File: src/rtl/insai_dummy_fu_pkg.sv
// -----------------------------------------------------------------------------
// insai_dummy_fu_pkg
//   Shared types for the insAI dummy functional unit: a trimmed core
//   configuration record, the issue-stage operand bundle (fu_data_t) and the
//   writeback exception record (exception_t).
// -----------------------------------------------------------------------------
package insai_dummy_fu_pkg;

    localparam int unsigned XLEN          = 32;
    localparam int unsigned TRANS_ID_BITS = 3;

    // Only the datapath width is consumed by the unit.
    typedef struct packed {
        int unsigned XLEN;
    } cva6_cfg_t;

    localparam cva6_cfg_t cva6_cfg_empty = '{XLEN: 32};

    typedef struct packed {
        logic [7:0]               operation;
        logic [XLEN-1:0]          operand_a;
        logic [XLEN-1:0]          operand_b;
        logic [XLEN-1:0]          imm;
        logic [TRANS_ID_BITS-1:0] trans_id;
    } fu_data_t;

    typedef struct packed {
        logic [XLEN-1:0] cause;
        logic [XLEN-1:0] tval;
        logic            valid;
    } exception_t;

endpackage

File: src/rtl/insai_dummy_fu.sv
// -----------------------------------------------------------------------------
// insai_dummy_fu
//   Multi-cycle byte-lane dot product unit. Accepts one request from the issue
//   stage, walks one byte lane per cycle (signed or unsigned 8x8 multiply,
//   accumulated modulo 2^XLEN) and returns the sum with the request's trans_id
//   as a single-cycle writeback pulse.
//
//   Build option: define INSAI_FU_ACCUM_EN to seed the accumulator with the
//   request's imm (result = imm + sum of products). Without it the accumulator
//   starts at zero and imm is ignored.
//
// Ports:
//   clk_i, rst_ni          clock, asynchronous active-low reset
//   flush_i                kill in-flight op / pending result
//   fu_data_i              operands, imm, trans_id, operation[0]=unsigned
//   dummy_FU_valid_i/_ready_o   issue handshake
//   dummy_FU_trans_id_o, _result_o, _valid_o   writeback (no backpressure)
//   dummy_FU_exception_o   never raised
// -----------------------------------------------------------------------------
module insai_dummy_fu
    import insai_dummy_fu_pkg::*;
#(
    parameter cva6_cfg_t   CVA6Cfg  = cva6_cfg_empty,
    parameter int unsigned NR_LANES = CVA6Cfg.XLEN / 8
) (
    input  logic                          clk_i,
    input  logic                          rst_ni,
    input  logic                          flush_i,
    input  fu_data_t                      fu_data_i,
    input  logic                          dummy_FU_valid_i,
    output logic                          dummy_FU_ready_o,
    output logic [TRANS_ID_BITS-1:0]      dummy_FU_trans_id_o,
    output logic [CVA6Cfg.XLEN-1:0]       dummy_FU_result_o,
    output logic                          dummy_FU_valid_o,
    output exception_t                    dummy_FU_exception_o
);

    localparam int unsigned W     = CVA6Cfg.XLEN;
    localparam int unsigned CNT_W = (NR_LANES > 1) ? $clog2(NR_LANES) : 1;

    typedef enum logic [1:0] {IDLE, BUSY, DONE} state_e;

    state_e                   state_q, state_d;
    logic [W-1:0]             a_q, b_q;
    logic [W-1:0]             acc_q;
    logic [CNT_W-1:0]         cnt_q;
    logic [TRANS_ID_BITS-1:0] tid_q;
    logic                     uns_q;
    logic                     accept;

    // Operands shift right one byte per BUSY cycle, so the active lane is
    // always bits [7:0]; no variable-index mux is needed.
    logic signed [15:0] sa, sb, sprod;
    logic        [15:0] ua, ub, uprod;
    logic [W-1:0]       lane_ext;

    always_comb begin
        sa       = {{8{a_q[7]}}, a_q[7:0]};
        sb       = {{8{b_q[7]}}, b_q[7:0]};
        ua       = {8'h00, a_q[7:0]};
        ub       = {8'h00, b_q[7:0]};
        // Full 8x8 products fit in 16 bits in both modes.
        sprod    = sa * sb;
        uprod    = ua * ub;
        lane_ext = uns_q ? {{(W-16){1'b0}}, uprod}
                         : {{(W-16){sprod[15]}}, sprod};
    end

    // Next state and handshake outputs; flush overrides everything.
    always_comb begin
        state_d          = state_q;
        dummy_FU_ready_o = 1'b0;
        dummy_FU_valid_o = 1'b0;
        case (state_q)
            IDLE: begin
                dummy_FU_ready_o = ~flush_i;
                if (dummy_FU_valid_i && !flush_i) state_d = BUSY;
            end
            BUSY: begin
                if (cnt_q == CNT_W'(NR_LANES - 1)) state_d = DONE;
            end
            DONE: begin
                dummy_FU_valid_o = ~flush_i;
                state_d          = IDLE;
            end
            default: state_d = IDLE;
        endcase
        if (flush_i) state_d = IDLE;
    end

    assign accept = dummy_FU_valid_i & dummy_FU_ready_o;

    always_ff @(posedge clk_i or negedge rst_ni) begin
        if (!rst_ni) begin
            state_q <= IDLE;
            a_q     <= '0;
            b_q     <= '0;
            acc_q   <= '0;
            cnt_q   <= '0;
            tid_q   <= '0;
            uns_q   <= 1'b0;
        end else begin
            state_q <= state_d;
            if (accept) begin
                a_q   <= fu_data_i.operand_a;
                b_q   <= fu_data_i.operand_b;
                tid_q <= fu_data_i.trans_id;
                uns_q <= fu_data_i.operation[0];
                cnt_q <= '0;
`ifdef INSAI_FU_ACCUM_EN
                acc_q <= fu_data_i.imm;
`else
                acc_q <= '0;
`endif
            end else if (state_q == BUSY && !flush_i) begin
                acc_q <= acc_q + lane_ext;
                cnt_q <= cnt_q + CNT_W'(1);
                a_q   <= a_q >> 8;
                b_q   <= b_q >> 8;
            end
        end
    end

    // Result and tag are straight register outputs.
    assign dummy_FU_result_o    = acc_q;
    assign dummy_FU_trans_id_o  = tid_q;
    assign dummy_FU_exception_o = '0;

    // Fields of the operand bundle this unit does not consume.
    logic unused_fu_bits;
`ifdef INSAI_FU_ACCUM_EN
    assign unused_fu_bits = ^fu_data_i.operation[7:1];
`else
    assign unused_fu_bits = ^{fu_data_i.operation[7:1], fu_data_i.imm};
`endif

endmodule

File: config.mk
export PLATFORM = sky130hd
export DESIGN_NAME = insai_dummy_fu
export DESIGN_NICKNAME = d
export VERILOG_FILES = /design/src/rtl/insai_dummy_fu_pkg.sv /design/src/rtl/insai_dummy_fu.sv
export SDC_FILE = /design/constraint.sdc
export NUM_CORES = 1
export LEC_CHECK = 0
export CORE_ASPECT_RATIO = 0.7
export CORE_MARGIN = 10
export CORE_UTILIZATION = 30
export CTS_CLUSTER_DIAMETER = 150
export DETAILED_ROUTE_END_ITERATION = 12
export DONT_BUFFER_PORTS = 1
export GPL_TIMING_DRIVEN = 0
export HOLD_SLACK_MARGIN = 0.03
export SLEW_MARGIN = 20
export SYNTH_ARGS = -nofsm -noshare
export SYNTH_HDL_FRONTEND = slang
export SYNTH_SLANG_ARGS = --single-unit
File: constraint.sdc
create_clock -name clk_i -period 7.1 [get_ports clk_i]
set_input_delay 1.065 -clock clk_i [delete_from_list [all_inputs] [get_ports clk_i]]
set_output_delay 1.065 -clock clk_i [all_outputs]
set_load 0.02 [all_outputs]
==> results.sh <==
export IMPL_max_stage_delay_ns=0.55
export IMPL_n_antenna_cell=0
export IMPL_start_kind="flop"
export IMPL_clock_sinks=104
export IMPL_ios=213
export IMPL_synth_distinct_cells=58
export IMPL_antenna_found_initial=0
export IMPL_drtIter0Drc=661
export IMPL_period_share=0.964
export IMPL_viasPerCell=4.68
export IMPL_rows=56
export IMPL_fp_dieArea_um2=42400
export IMPL_crit_path_end="dummy_FU_result_o[31]"
export IMPL_syn_area_um2=10300
export IMPL_drv_cap=0
export IMPL_seq_area_frac_synth=0.252
export IMPL_grt_first_pass_wirelength_um=46500
export IMPL_firstDrtPassIters=5
export IMPL_synth_edff_count=0
export IMPL_path_max_fanout=6
export IMPL_r2r_end="dummy_FU_result_o[31]"
export IMPL_slew_viol_final=0
export IMPL_layout_drive_gt1_share=0.132
export IMPL_cp_end_kind="flop"
export IMPL_hold_path_class="in2async"
export IMPL_synth_area_per_cell_um2=8.57
export IMPL_async_flop_share=1.00
export IMPL_dp_slack_ns=-0.820
export IMPL_initial_core_util=0.306
export IMPL_cts_buffers=9
export IMPL_ys_ff_latch=104
export IMPL_grt_max_degree=105
export IMPL_ff2ff_path_depth=25
export IMPL_setup_ws_ns=0.255
export IMPL_dp_hpwl_um=24400
export IMPL_drtAntennaViolNets=0
export IMPL_setup_violations=0
export IMPL_worst_skew_pair_late_latency_ns=0.37
export IMPL_arrival_ns=7.10
export IMPL_cts_hold_buf=0
export IMPL_tightest_slew_ns=1.01
export IMPL_synth_compound_area_share=0.132
export IMPL_place_gp_congestion=0.911
export IMPL_regToRegSetupSlack_ns=0.26
export IMPL_clk_pin_slew_ns=0.08
export IMPL_synth_cells=1208
export IMPL_outcome="complete, no violations"
export IMPL_skew_ns=0.0151
export IMPL_cts_tree="done"
export IMPL_reg2reg_from="a_q[1]"
export IMPL_drc_errors=0
export IMPL_cpMaxStageDelayCell="fa_1"
export IMPL_fmax_ghz=0.146
export IMPL_synth_xor_area_frac=0.0440
export IMPL_yosys_area_share_simple=0.162
export IMPL_drt_wirelength_per_cell_um=16.9
export IMPL_dieHeight_um=175
export IMPL_grt_usage=0.137
export IMPL_nFillCells=3600
export IMPL_drt_wl_total_um=30000
export IMPL_area_growth_syn_to_layout_pct=14.6
export IMPL_cp_required_ns=7.35
export IMPL_yosysWarnings=0
export IMPL_min_period_ns=6.84
export IMPL_synth_top_family_by_area="adder cells"
export IMPL_clk_path_buf_depth=2
export IMPL_grt_ovfl_total=0
export IMPL_cts_htree_levels=3
export IMPL_dieWidth_um=242
export IMPL_synthFlopType="dfrtp_1"
export IMPL_cts_root_buf="clkbuf_16"
export IMPL_crit_start="a_q[1]"
export IMPL_max_slew_margin=0.321
export IMPL_synth_fa_ha_area_frac=0.275
export IMPL_grt_pass1_vias=7968
export IMPL_vias=8292
export IMPL_finalHoldViolations=0
export IMPL_crit_type="reg2reg"
export IMPL_io_buffers=0
export IMPL_nets=1588
export IMPL_core_area_um2=33800
export IMPL_synthMuxAreaShare=0.00617
routing by layer:
metal,wire length (um),global-route usage
met1,14500,0.200
met2,12800,0.199
met3,2550,0.0424
met4,114,0.0149
met5,0,0
worst max-delay path, delay by kind of cell, from the launching register on:
| kind | cells | cell delay (ns) |
|---|---|---|
| AO/OA/AOI/OAI | 9 | 1.97 |
| XOR/XNOR | 1 | 0.18 |
| adder cells (fa/ha/maj) | 6 | 2.68 |
| buffers and inverters | 4 | 0.23 |
| flip-flops | 1 | 0.48 |
| multiplexers | 1 | 0.14 |
| AND/OR/NAND/NOR | 4 | 1.03 |
kinds of logic after synthesis:
logic type | count (synthesis)
and+or+nand+nor | 374
buffers and inverters | 289
AOI/OAI and AO/OA | 206
adders and majority gates | 176
DFF | 104
xor gates and xnor gates | 52
muxes | 6
other | 1
synthesized netlist by cell type, drive strengths merged, types with 5 or more instances:
| cell type | n | share of area |
|---|---|---|
| buf | 70 | 0.050 |
| and2 | 39 | 0.024 |
| xor2 | 24 | 0.020 |
| nand2b | 9 | 0.0054 |
| nand2 | 207 | 0.075 |
| dfrtp | 104 | 0.25 |
| a21o | 19 | 0.014 |
| nand3 | 51 | 0.025 |
| fa | 86 | 0.17 |
| or3 | 5 | 0.0030 |
| xnor2 | 28 | 0.024 |
| nor2b | 6 | 0.0036 |
| nor2 | 36 | 0.013 |
| o21ai | 52 | 0.026 |
| o211ai | 6 | 0.0053 |
| nor3 | 5 | 0.0024 |
| a21oi | 44 | 0.022 |
| o21bai | 6 | 0.0044 |
| ha | 90 | 0.11 |
| inv | 172 | 0.062 |
| a211oi | 7 | 0.0060 |
| a22oi | 48 | 0.035 |
| and3 | 6 | 0.0036 |
| clkbuf | 47 | 0.017 |
through the flow:
stage                util  cells  area (um2)  hold slack [ns]  setup TNS (ns)
global route        0.351   1770       11900            0.365         -0.0290
floorplan               -   1272       10600            0.446               0
CTS                 0.340   1744       11500            0.374               0
detailed placement  0.331   1736       11200            0.464           -5.81
finish              0.351   1770       11900            0.380               0
global placement    0.331   1736       11200            0.459           -3.82
how the worst min path moves through the flow:
stage               cells after the start                     end     from  slack (ns)
finish                                  0  dummy_FU_trans_id_o[0]   rst_ni        0.38
detailed placement                      2                 b_q[13]  b_q[13]        0.46
global route                            0  dummy_FU_trans_id_o[0]   rst_ni        0.37
global placement                        2                 a_q[22]  a_q[22]        0.46
CTS                                     0  dummy_FU_trans_id_o[0]   rst_ni        0.37
floorplan                               2                 a_q[10]  a_q[10]        0.45
layout by cell type, fill, tap and decap left out, types with 9 or more instances in the layout:
master / n
nand3_1: 51
clkbuf_1: 34
ha_1: 86
dfrtp_1: 88
nor2_1: 36
fa_1: 86
a21oi_1: 33
buf_4: 95
xor2_1: 24
dfrtp_2: 16
o21ai_0: 45
a21oi_2: 9
nand2_1: 207
conb_1: 65
inv_1: 169
clkbuf_16: 9
a22oi_1: 48
nand2b_1: 9
xnor2_1: 28
and2_1: 36
a21o_1: 17
flip-flops by register name (all words and copies together) (netlist names):
| signal | cells |
|---|---|
| a_q | 32 |
| b_q | 32 |
| dummy_FU_result_o | 32 |
| dummy_FU_trans_id_o | 3 |
| cnt_q | 2 |
| state_q | 2 |
| uns_q | 1 |
area by class of cell:
cell class | count | area [um2] | share of cell area
repair buffers | 31 | 236 | 0.0199
plain buffers | 104 | 654 | 0.0552
clock buffers | 10 | 229 | 0.0193
inverters | 172 | 646 | 0.0545
clock inverters | 6 | 96.3 | 0.00813
multi-input cells | 879 | 6790 | 0.573
flip-flops and latches | 104 | 2620 | 0.221
well taps | 464 | 581 | 0.0490
repair_timing:
action / 4_1_cts / 5_1_grt
buffers inserted: 4 / 27
endpoints found under the setup margin: 14 / 13
resized for setup: 7 / 47
pin swaps: 1 / 18
Power is not shown: default switching activity piles up to over one toggle a cycle in this logic, so the estimate is an artifact.
